--- src/rtl/if_fetch_queue.sv ---
// Instruction fetch prefetch queue: issues sequential imem reads, buffers the
// responses in program order, and turns out-of-text fetches into AdEL entries.
module if_fetch_queue #(
   parameter int unsigned DEPTH      = 4,
   parameter logic [31:0] TEXT_START = 32'h0000_3000,
   parameter logic [31:0] TEXT_END   = 32'h0000_7000
) (
   input  logic                     clk,
   input  logic                     reset,
   input  logic                     redirect,
   input  logic [31:0]              redirect_pc,
   output logic                     imem_req,
   output logic [31:0]              imem_addr,
   input  logic [31:0]              imem_rdata,
   output logic                     out_valid,
   input  logic                     out_ready,
   output logic [31:0]              out_code,
   output logic [31:0]              out_pc,
   output logic [4:0]               out_exc,
   output logic [$clog2(DEPTH):0]   count
);

   localparam int unsigned PW = $clog2(DEPTH);
   localparam int unsigned CW = PW + 1;
   localparam logic [4:0]  EXC_ADEL = 5'd4;

   typedef struct packed {
      logic [31:0] code;
      logic [31:0] pc;
      logic [4:0]  exc;
   } entry_t;

   logic [31:0]   pc;
   logic [31:0]   inflight_pc;
   logic          inflight;
   logic          stop;
   logic [PW-1:0] wr_ptr;
   logic [PW-1:0] rd_ptr;
   entry_t        mem [DEPTH];

   logic          legal;
   logic          space;
   logic          fetch_exc;
   logic          resp_push;
   logic          push;
   logic          pop;
   logic [31:0]   rdata_clean;
   entry_t        push_entry;
   entry_t        head;

   // Fetch decision and queue handshakes.
   always_comb begin
      legal     = (pc >= TEXT_START) && (pc < TEXT_END) && (pc[1:0] == 2'b00);
      space     = (count + CW'(inflight)) < CW'(DEPTH);
      imem_req  = reset && legal && !stop && !redirect && space;
      // Exception entry waits for any outstanding response so only one push per cycle.
      fetch_exc = reset && !legal && !stop && !redirect && space && !inflight;
      resp_push = inflight && !redirect;
      push      = resp_push || fetch_exc;
      pop       = out_valid && out_ready && !redirect;
      imem_addr = pc;
   end

   // Unknown read data bits become zero.
   always_comb begin
      rdata_clean = '0;
      for (int i = 0; i < 32; i++) begin
         rdata_clean[i] = (imem_rdata[i] === 1'b1);
      end
   end

   always_comb begin
      push_entry = '0;
      if (resp_push) begin
         push_entry = '{code: rdata_clean, pc: inflight_pc, exc: 5'd0};
      end else begin
         push_entry = '{code: 32'h0, pc: pc, exc: EXC_ADEL};
      end
   end

   always_ff @(posedge clk) begin
      if (push) begin
         mem[wr_ptr] <= push_entry;
      end
   end

   always_ff @(posedge clk or negedge reset) begin
      if (!reset) begin
         pc          <= TEXT_START;
         inflight_pc <= '0;
         inflight    <= 1'b0;
         stop        <= 1'b0;
         wr_ptr      <= '0;
         rd_ptr      <= '0;
         count       <= '0;
      end else if (redirect) begin
         pc          <= redirect_pc;
         inflight    <= 1'b0;
         stop        <= 1'b0;
         wr_ptr      <= '0;
         rd_ptr      <= '0;
         count       <= '0;
      end else begin
         if (imem_req) begin
            pc <= pc + 32'd4;
         end
         inflight    <= imem_req;
         inflight_pc <= pc;
         if (fetch_exc) begin
            stop <= 1'b1;
         end
         if (push) begin
            wr_ptr <= wr_ptr + PW'(1);
         end
         if (pop) begin
            rd_ptr <= rd_ptr + PW'(1);
         end
         count <= count + CW'(push) - CW'(pop);
      end
   end

   // Head entry, forced to zero when the queue is empty.
   always_comb begin
      head      = mem[rd_ptr];
      out_valid = (count != '0);
      out_code  = out_valid ? head.code : 32'h0;
      out_pc    = out_valid ? head.pc   : 32'h0;
      out_exc   = out_valid ? head.exc  : 5'd0;
   end

endmodule

--- config.mk ---
export PLATFORM = sky130hd
export DESIGN_NAME = if_fetch_queue
export DESIGN_NICKNAME = d
export VERILOG_FILES = /design/src/rtl/if_fetch_queue.sv
export SDC_FILE = /design/constraint.sdc
export NUM_CORES = 1
export LEC_CHECK = 0
export CORE_MARGIN = 2
export CORE_UTILIZATION = 52
export CTS_BUF_LIST = sky130_fd_sc_hd__clkbuf_2 sky130_fd_sc_hd__clkbuf_4 sky130_fd_sc_hd__clkbuf_8
export CTS_CLUSTER_DIAMETER = 40
export DETAILED_ROUTE_END_ITERATION = 10
export PLACE_DENSITY_LB_ADDON = 0.15
export SYNTH_ARGS = -nofsm -noshare
export SYNTH_HDL_FRONTEND = slang
export SYNTH_SLANG_ARGS = --single-unit
--- constraint.sdc ---
create_clock -name clk -period 3.2 [get_ports clk]
set_input_delay 0.96 -clock clk [delete_from_list [all_inputs] [get_ports clk]]
set_output_delay 0.96 -clock clk [all_outputs]
set_load 0.01 [all_outputs]
==> results of run 1 <==
## layout make-up
cell class / count / share of cell area, %
sequential: 333 / 55.8
multi-input combinational: 485 / 22.1
timing repair buffer: 227 / 13.4
clock buffer: 66 / 4.79
tap: 335 / 2.43
clock inverter: 26 / 1.18
inverter: 14 / 0.311
## worst max path at each step
stage / startpoint / endpoint / depth (start not counted)
floorplan: redirect / mem[0][10]$_DFFE_PP_ / 6
global placement: redirect / imem_req / 6
detailed placement: redirect / imem_req / 6
CTS: rd_ptr[0]$_DFFE_PN0P_ / out_pc[5] / 6
global route: rd_ptr[0]$_DFFE_PN0P_ / out_code[23] / 6
finish: rd_ptr[0]$_DFFE_PN0P_ / out_code[23] / 6
## registers in the layout, indices dropped and copies added, names as in the netlist
register     flops
count            3
wr_ptr           2
inflight_pc     32
imem_addr       32
rd_ptr           2
mem            260
stop             1
inflight         1
## power breakdown
group	total, mW	internal, mW	switching [mW]	leakage (nW)
clock network	3.52	1.94	1.58	0.531
logic	3.54	1.99	1.55	2.88
registers	5.06	4.90	0.152	3.31
## layout by cell type, fill, tap and decap left out, types with 5 or more instances in the layout
cell type	n
edfxtp_1	260
nand2_1	205
clkdlybuf4s50_1	101
dfrtp_1	67
mux4_2	65
clkbuf_8	53
and3_1	38
and2_1	35
and2_4	34
buf_2	33
buf_4	29
buf_6	26
clkinv_1	17
buf_12	17
clkbuf_4	13
inv_1	11
o21ai_0	10
nor2_1	10
mux2_2	10
nand3_1	10
clkbuf_2	10
ha_1	8
nor4_1	6
xnor2_1	5
buf_16	5
## per-stage QoR
stage	setup TNS (ns)	hold slack, ns	instances	total power, mW	setup WS, ns
6_report	0	0.348	1486	12.1	0.0146
5_1_grt	-0.502	0.329	1486	12.7	-0.0511
4_1_cts	-0.0612	0.322	1490	12.3	-0.0139
3_5_place_dp	-0.251	0.465	1375	8.29	-0.251
3_3_place_gp	-0.228	0.456	1375	8.26	-0.228
2_1_floorplan	0	0.442	884	6.72	0.0858
## what timing repair did
action	CTS	global route
pin swaps	20	16
endpoints found under the setup margin	67	62
cloned	7	0
resized for setup	298	31
buffers inserted	16	0
## kinds of logic after synthesis
family,after synthesis,synth area share [%]
flip-flops,333,70.8
adder cells (fa/ha/maj),9,0.882
AO/OA/AOI/OAI,30,1.42
multiplexers,76,11.7
XOR/XNOR,8,0.515
other,1,0.0275
buffers and inverters,66,2.04
AND/OR/NAND/NOR,358,12.7
## per-layer routing
layer | share of wire [%] | track usage [%] | wire (microns) | vias to the layer above
met3 | 5.5 | 4.41 | 1700 | 55
met4 | 1.9 | 6.39 | 595 | 0
met5 | 0 | 0 | 0 | -
li1 | - | - | - | 3713
met1 | 43 | 30.8 | 13100 | 4168
met2 | 50 | 37.4 | 15200 | 271
==> out/metrics.cfg, run 1 <==
[pwr]
p_per_area_nw_per_um2=701
p_leak_nw=6.72
ir_worst_vdd_v=0.000427

[worst_setup_path]
crit_path_frequent_cell=buf_12
crit_path_end_kind=output port
start_kind=flip-flop
crit_arrival_ns=2.23
rr_startpoint=imem_addr[25]$_DFFE_PN0N_
required_ns=2.24
cp_max_fo=7
crit_type=flip-flop to output port
r2r_slack_ns=0.31
slowest_delay_ns=0.51
worstReg2RegEnd=count[2]$_DFF_PN0_
critPathBufInv=4
r2r_cells=15
cpMaxStageDelayCell=dfrtp_4
critPathTopFamily=buffers and inverters
cp_cell_sequence=buf_12 -> buf_12 -> buf_16 -> mux4_2 -> and2_1 -> buf_2

[sta]
layout_min_cycle_time_ns=3.19
finalHoldViolations=0
post-route-period-util_pct=99.5
slew_headroom_pct=45.8
rsz0062_at_grt=true
slew_violations=0
setup_viol=0
tightestPinTransition_ns=0.813
skew_ns=0.0256
fmax_ghz=0.314

[die]
io_pins=174
design.core.area_sq_um=25900
die_x_microns=166
die_y_microns=166
rows=59
start_util_pct=52.6
dieArea_sq_um=27500

[run_status]
status=finished, final reports clean

[synthesis]
synth_edf_count=260
synth_cells=881
synth.avg_cell_area_sq_um=15.5
yosysTopAreaCell=edfxtp_1
ys_warn_count=0
synth_most_common_cell=edfxtp_1
synth_area_sq_um=13600
yosys.area.top_type_share_pct=57.3
synth_seq_area_share_pct=70.8
synth-seq-cells=333
synth-main-ff-cell=edfxtp_1
yosys-top-cells-area=edfxtp_1 (57%), dfrtp_1 (13%), mux4_2 (11%), nand2_1 (5.7%), and2_1 (3.2%)
synth_cell_types=48
synth_commonest_cells=edfxtp_1 (260), nand2_1 (205), dfrtp_1 (71)
synthArstFlopShare_pct=21.9

[clock_tree]
clkLatencyLatePin_ns=0.57
htreeDepth=2
cts_root_buf=clkbuf_8
cts_buffer_depth=3
cts_sinks=333
cts_tree=done
cts.clk_slew.worst_paths_ns=0.06
holdBufCountCts=0
numCtsBuffers=52

[routing]
via_per_inst=5.52
drc=0
wl_per_cell_microns=20.6
ant_nets=0
drt-initial-drc-count=623
finalWirelength_microns=30600
dr.pass1.iters=4
vias=8207

[finish]
design_area_sq_um=17300
regArea_sq_um=9650
drive_above_1_share_pct=28.1
diodes=0
syn_to_final_growth_pct=26.9
final_util_pct=66.7
multiInputGateArea_sq_um=3820
nets=1190
nFillCells=1870

[global_route]
grt_pass1_vias=8483
grt_overflow=0
grt_max_degree=65
grt_pass1_wl_microns=47800
antenna_found_initial=0
grt_use_total_pct=22.5

[place]
placed_area_sq_um=16000
gp_congestion=0.831
place_hpwl_microns=18200
port_buffers=169

[job]
maxCapViolCount=0

[worst_hold_path]
hold_path.class=primary input to asynchronous set/reset pin

Power figures use the tool's default switching activity.
==> run 2, diff against run 1 <==
--- a/config.mk
+++ b/config.mk
@@ -10,7 +10,7 @@
 export CTS_BUF_LIST = sky130_fd_sc_hd__clkbuf_2 sky130_fd_sc_hd__clkbuf_4 sky130_fd_sc_hd__clkbuf_8
 export CTS_CLUSTER_DIAMETER = 40
 export DETAILED_ROUTE_END_ITERATION = 10
-export PLACE_DENSITY_LB_ADDON = 0.15
+export PLACE_DENSITY = 0.79
 export SYNTH_ARGS = -nofsm -noshare
 export SYNTH_HDL_FRONTEND = slang
 export SYNTH_SLANG_ARGS = --single-unit
==> run 2 against run 1 <==
Highest routed layer unchanged. Final area grew 0.56%. Final cell count grew 0.81%. Global-route usage is essentially flat. Hold slack lost 0.017 ns. Sequential power is essentially flat. Clock power shrank 3%. Maximum frequency grew 0.45%.
==> out/metrics.cfg, run 2 (synthesized netlist as in run 1, its figures left out) <==
[die]
start_util_pct=52.6
die_x_microns=166
io_pins=174
dieArea_sq_um=27500
design.core.area_sq_um=25900
rows=59
die_y_microns=166

[sta]
fmax_ghz=0.315
finalSetupTns_ns=0
slew_violations=0
finalHoldViolations=0
setup_slack_ns=0.0290
rsz0062_at_grt=true
tightestPinTransition_ns=0.887
skew_ns=0.0376
post-route-period-util_pct=99.1
layout_min_cycle_time_ns=3.17
slew_headroom_pct=40.8
hold_ws_ns=0.331
setup_viol=0

[routing]
wl_per_cell_microns=20.4
vias=8349
ant_nets=0
drc=0
via_per_inst=5.57
dr.pass1.iters=5
route.met3.wl_microns=2040
wl_met1_microns=12500
routed.top_layer=met4
drt-initial-drc-count=637
finalWirelength_microns=30500
routed-wl-met2_microns=15200

[worst_setup_path]
crit_arrival_ns=2.21
critPathBufInv=4
crit_path_end_kind=output port
start_kind=flip-flop
required_ns=2.24
crit_type=flip-flop to output port
slowest_delay_ns=0.51
cp_max_fo=7
critPathTopFamily=buffers and inverters
cpMaxStageDelayCell=dfrtp_4
cp_cell_sequence=buf_12 -> buf_12 -> buf_6 -> mux4_2 -> and2_4 -> buf_6

[finish]
regArea_sq_um=9650
syn_to_final_growth_pct=27.6
design_area_sq_um=17400
final_cells=1498
top_register=mem
drive_above_1_share_pct=29.8
multiInputGateArea_sq_um=3860
largest_reg_flops=260
nFillCells=1782
nets=1197
most-common-layout-cells=edfxtp_1 (260), nand2_1 (205), clkdlybuf4s50_1 (101)
layout.cells.most_common=edfxtp_1

[worst_hold_path]
hold_path.class=primary input to asynchronous set/reset pin

[run_status]
status=finished, final reports clean

[clock_tree]
clkLatencyLatePin_ns=0.57
cts_root_buf=clkbuf_8
numCtsBuffers=53
htreeDepth=2
cts_buffer_depth=3
cts_sinks=333
cts_tree=done
cts.clk_slew.worst_paths_ns=0.06

[place]
placed_area_sq_um=16000
pre_cts_slack_ns=-0.232
dp_cells=1376
port_buffers=169
place_hpwl_microns=18500
gp_congestion=0.849

[global_route]
grt_pass1_wl_microns=48200
grt_use_total_pct=22.5
grt_overflow=0
grt_pass1_vias=8798
grt_max_degree=67
antenna_found_initial=1

[pwr]
p_leak_nw=6.75
p_per_area_nw_per_um2=693
ir_worst_vdd_v=0.000363

[job]
maxCapViolCount=0

==> run 2: cell types whose count changed in the layout (fill, tap and decap cells not counted), moves of 3 or more <==
cell	change
buf_6	+3
clkdlybuf4s15_1	-3
clkbuf_2	-7
and2_1	-3
clkdlybuf4s15_2	+9
clkbuf_4	+5
buf_4	+5
buf_12	+3
bufinv_16	-3
clkbuf_8	+3
and2_4	+3
==> run 2: path summary, 6_finish.rpt <==
path | slack (ns) | cells after the start | to | start
worst max register to register | 0.39 | 14 | count[2]$_DFF_PN0_ | imem_addr[25]$_DFFE_PN0N_
min in group clk | 0.48 | 2 | inflight_pc[19]$_DFFE_PN0N_ | inflight_pc[19]$_DFFE_PN0N_
worst min-delay path | 0.33 | 2 | imem_addr[7]$_DFFE_PN0N_ | reset
worst max-delay path | 0.03 | 6 | out_pc[31] | rd_ptr[0]$_DFFE_PN0P_
max in group asynchronous | 1.89 | 2 | rd_ptr[0]$_DFFE_PN0P_ | reset
worst min register to register | 0.48 | 2 | inflight_pc[19]$_DFFE_PN0N_ | inflight_pc[19]$_DFFE_PN0N_
==> run 2: cell type report <==
cell class | count | share of cell area, %
clock buffers | 74 | 5.21
diodes | 1 | 0.0144
clock inverters | 23 | 0.655
inverters | 14 | 0.302
multi-input cells | 485 | 22.2
flip-flops and latches | 333 | 55.5
repair buffers | 233 | 13.7
well taps | 335 | 2.41
==> run 2: repair_timing <==
action | in CTS | in global routing
hold buffers | 0 | 0
cloned | 6 | 0
gates resized for setup | 311 | 36
buffers inserted | 20 | 4
setup endpoints to repair | 67 | 59
pin swaps | 15 | 3
==> run 2: metrics by stage <==
stage               util (%)  power (mW)
floorplan                  -        6.72
global placement        61.7        8.26
detailed placement      61.7        8.30
CTS                     67.2        12.2
global route            67.1        12.6
finish                  67.1        12.0
==> run 2: metal layers <==
layer / vias to the layer above / global-route usage, %
met5: - / 0
met4: 0 / 8.20
met3: 59 / 5.36
met2: 336 / 36.9
met1: 4218 / 29.8
li1: 3736 / -
==> run 2: power by group <==
part | internal [mW] | switching (mW) | total, mW
clock network | 1.83 | 1.59 | 3.42
registers | 4.90 | 0.165 | 5.07
logic | 2.03 | 1.52 | 3.55
total | 8.76 | 3.27 | 12.0
==> run 3, diff against run 2 <==
==> constraint.sdc (replaced) <==
create_clock -name clk -period 3.2 [get_ports clk]
set_input_delay 0.64 -clock clk [delete_from_list [all_inputs] [get_ports clk]]
set_output_delay 0.64 -clock clk [all_outputs]
set_load 0.01 [all_outputs]
==> run 3 against run 2 <==
Final area down 0.86%. Utilization decreased by 0.57 points. Total power grew 0.41%. Non-clock buffer count fell by 27. Hold slack about the same. Register-to-register slack about the same. Sequential power barely moved. Maximum frequency rose by 0.66%. Sequential cell count did not move. Combinational power down 8.5%. Worst setup slack better by 0.021 ns. Sequential share of layout area grew 0.47 points.
==> out/metrics.cfg, run 3 (synthesized netlist as in run 1, its figures left out) <==
[finish]
most-common-layout-cells=edfxtp_1 (260), nand2_1 (205), clkdlybuf4s50_1 (155)
drive_above_1_share_pct=19.8
largest_reg_flops=260
top_register=mem
nets=1171
final_util_pct=66.5
nFillCells=1782
final_cells=1473
layout.cells.most_common=edfxtp_1
syn_to_final_growth_pct=26.5

[sta]
layout_min_cycle_time_ns=3.15
slew_violations=0
fmax_ghz=0.317
post-route-period-util_pct=98.4
setup_viol=0
rsz0062_at_grt=true
finalHoldViolations=0
tightestPinTransition_ns=0.869
slew_headroom_pct=42.1
setup_slack_ns=0.0498
skew_ns=0.0348

[worst_setup_path]
required_ns=2.56
cp-startpoint=rd_ptr[0]$_DFFE_PN0P_
crit_path_end_kind=output port
crit_arrival_ns=2.51
crit_type=flip-flop to output port
r2r_slack_ns=0.38
cp_max_fo=12
rr_startpoint=imem_addr[17]$_DFFE_PN0N_
cp-endpoint=out_pc[3]
start_kind=flip-flop
r2r_cells=14
worstReg2RegEnd=count[2]$_DFF_PN0_

[run_status]
status=finished, final reports clean

[place]
pre_cts_slack_ns=0.263
gp_congestion=0.842
port_buffers=169
place_hpwl_microns=18000
dp_cells=1365

[routing]
drc=0
dr.pass1.iters=5
wl_per_cell_microns=20.0
vias=8111
ant_nets=0
drt-initial-drc-count=583
via_per_inst=5.51
finalWirelength_microns=29500

[pwr]
p_per_area_nw_per_um2=701
finalPower_mw=12.1
p_leak_nw=6.66
ir_worst_vdd_v=0.000460

[die]
start_util_pct=52.6
die_y_microns=166
rows=59
die_x_microns=166
design.core.area_sq_um=25900
dieArea_sq_um=27500
io_pins=174

[worst_hold_path]
hold_path.class=primary input to asynchronous set/reset pin

[job]
maxCapViolCount=0

[clock_tree]
cts.clk_slew.worst_paths_ns=0.06
cts_sinks=333
numCtsBuffers=54
cts_root_buf=clkbuf_8
clkLatencyLatePin_ns=0.57
cts_tree=done
htreeDepth=2
cts_buffer_depth=3

[global_route]
antenna_found_initial=1
grt_pass1_vias=8355
grt_max_degree=68
grt_pass1_wl_microns=46600
grt_overflow=0
grt_use_total_pct=21.6

## run 3: how the worst min path moves through the flow
stage | cells after the start | start | to
4_1_cts | 2 | reset | inflight_pc[0]$_DFFE_PN0N_
6_report | 2 | reset | inflight_pc[1]$_DFFE_PN0N_
3_5_place_dp | 2 | inflight_pc[4]$_DFFE_PN0N_ | inflight_pc[4]$_DFFE_PN0N_
3_3_place_gp | 2 | inflight_pc[4]$_DFFE_PN0N_ | inflight_pc[4]$_DFFE_PN0N_
5_1_grt | 2 | reset | imem_addr[26]$_DFFE_PN0N_
2_1_floorplan | 0 | reset | count[0]$_DFF_PN0_
## run 3: critical path: stages (launching register included)
cell             delay [ns]
dfrtp_4                0.45
buf_12                 0.14
buf_12                 0.16
mux4_2                 0.52
and2_1                 0.18
clkdlybuf4s50_1        0.48
## run 3: area by class of cell
cell class              instances  area [sq um]  area share [%]
flip-flops and latches        333          9650            56.0
well taps                     335           419            2.43
repair buffers                206          2190            12.7
clock buffers                  79           956            5.55
inverters                      14          52.6           0.305
clock inverters                20           179            1.04
diodes                          1          2.50          0.0145
multi-input cells             485          3780            21.9
## run 3: what timing repair did
action,in CTS,in global routing
setup endpoints to repair,60,15
gates cloned,1,1
setup buffers,5,0
endpoints found under the hold margin,6,0
pin swaps,1,1
gates resized for setup,7,17
hold buffers,1,0
## run 3: power by group
group	switching (mW)	total (mW)	internal (mW)
Sequential	0.144	5.05	4.90
Clock	1.62	3.78	2.16
Combinational	1.42	3.25	1.84
## run 3: through the flow
stage	setup TNS [ns]	area (sq um)	hold WS, ns
after floorplan	0	13600	0.344
after global placement	0	15900	0.456
after detailed placement	0	15900	0.459
after CTS	-0.0900	17100	0.353
after global routing	-0.0588	17200	0.388
final	0	17200	0.331
## run 3: layer usage
| layer | track usage (%) | wire [microns] |
|---|---|---|
| met5 | 0 | 0 |
| met1 | 30.3 | 12300 |
| met3 | 3.96 | 2080 |
| met2 | 35.1 | 14600 |
| met4 | 6.47 | 548 |
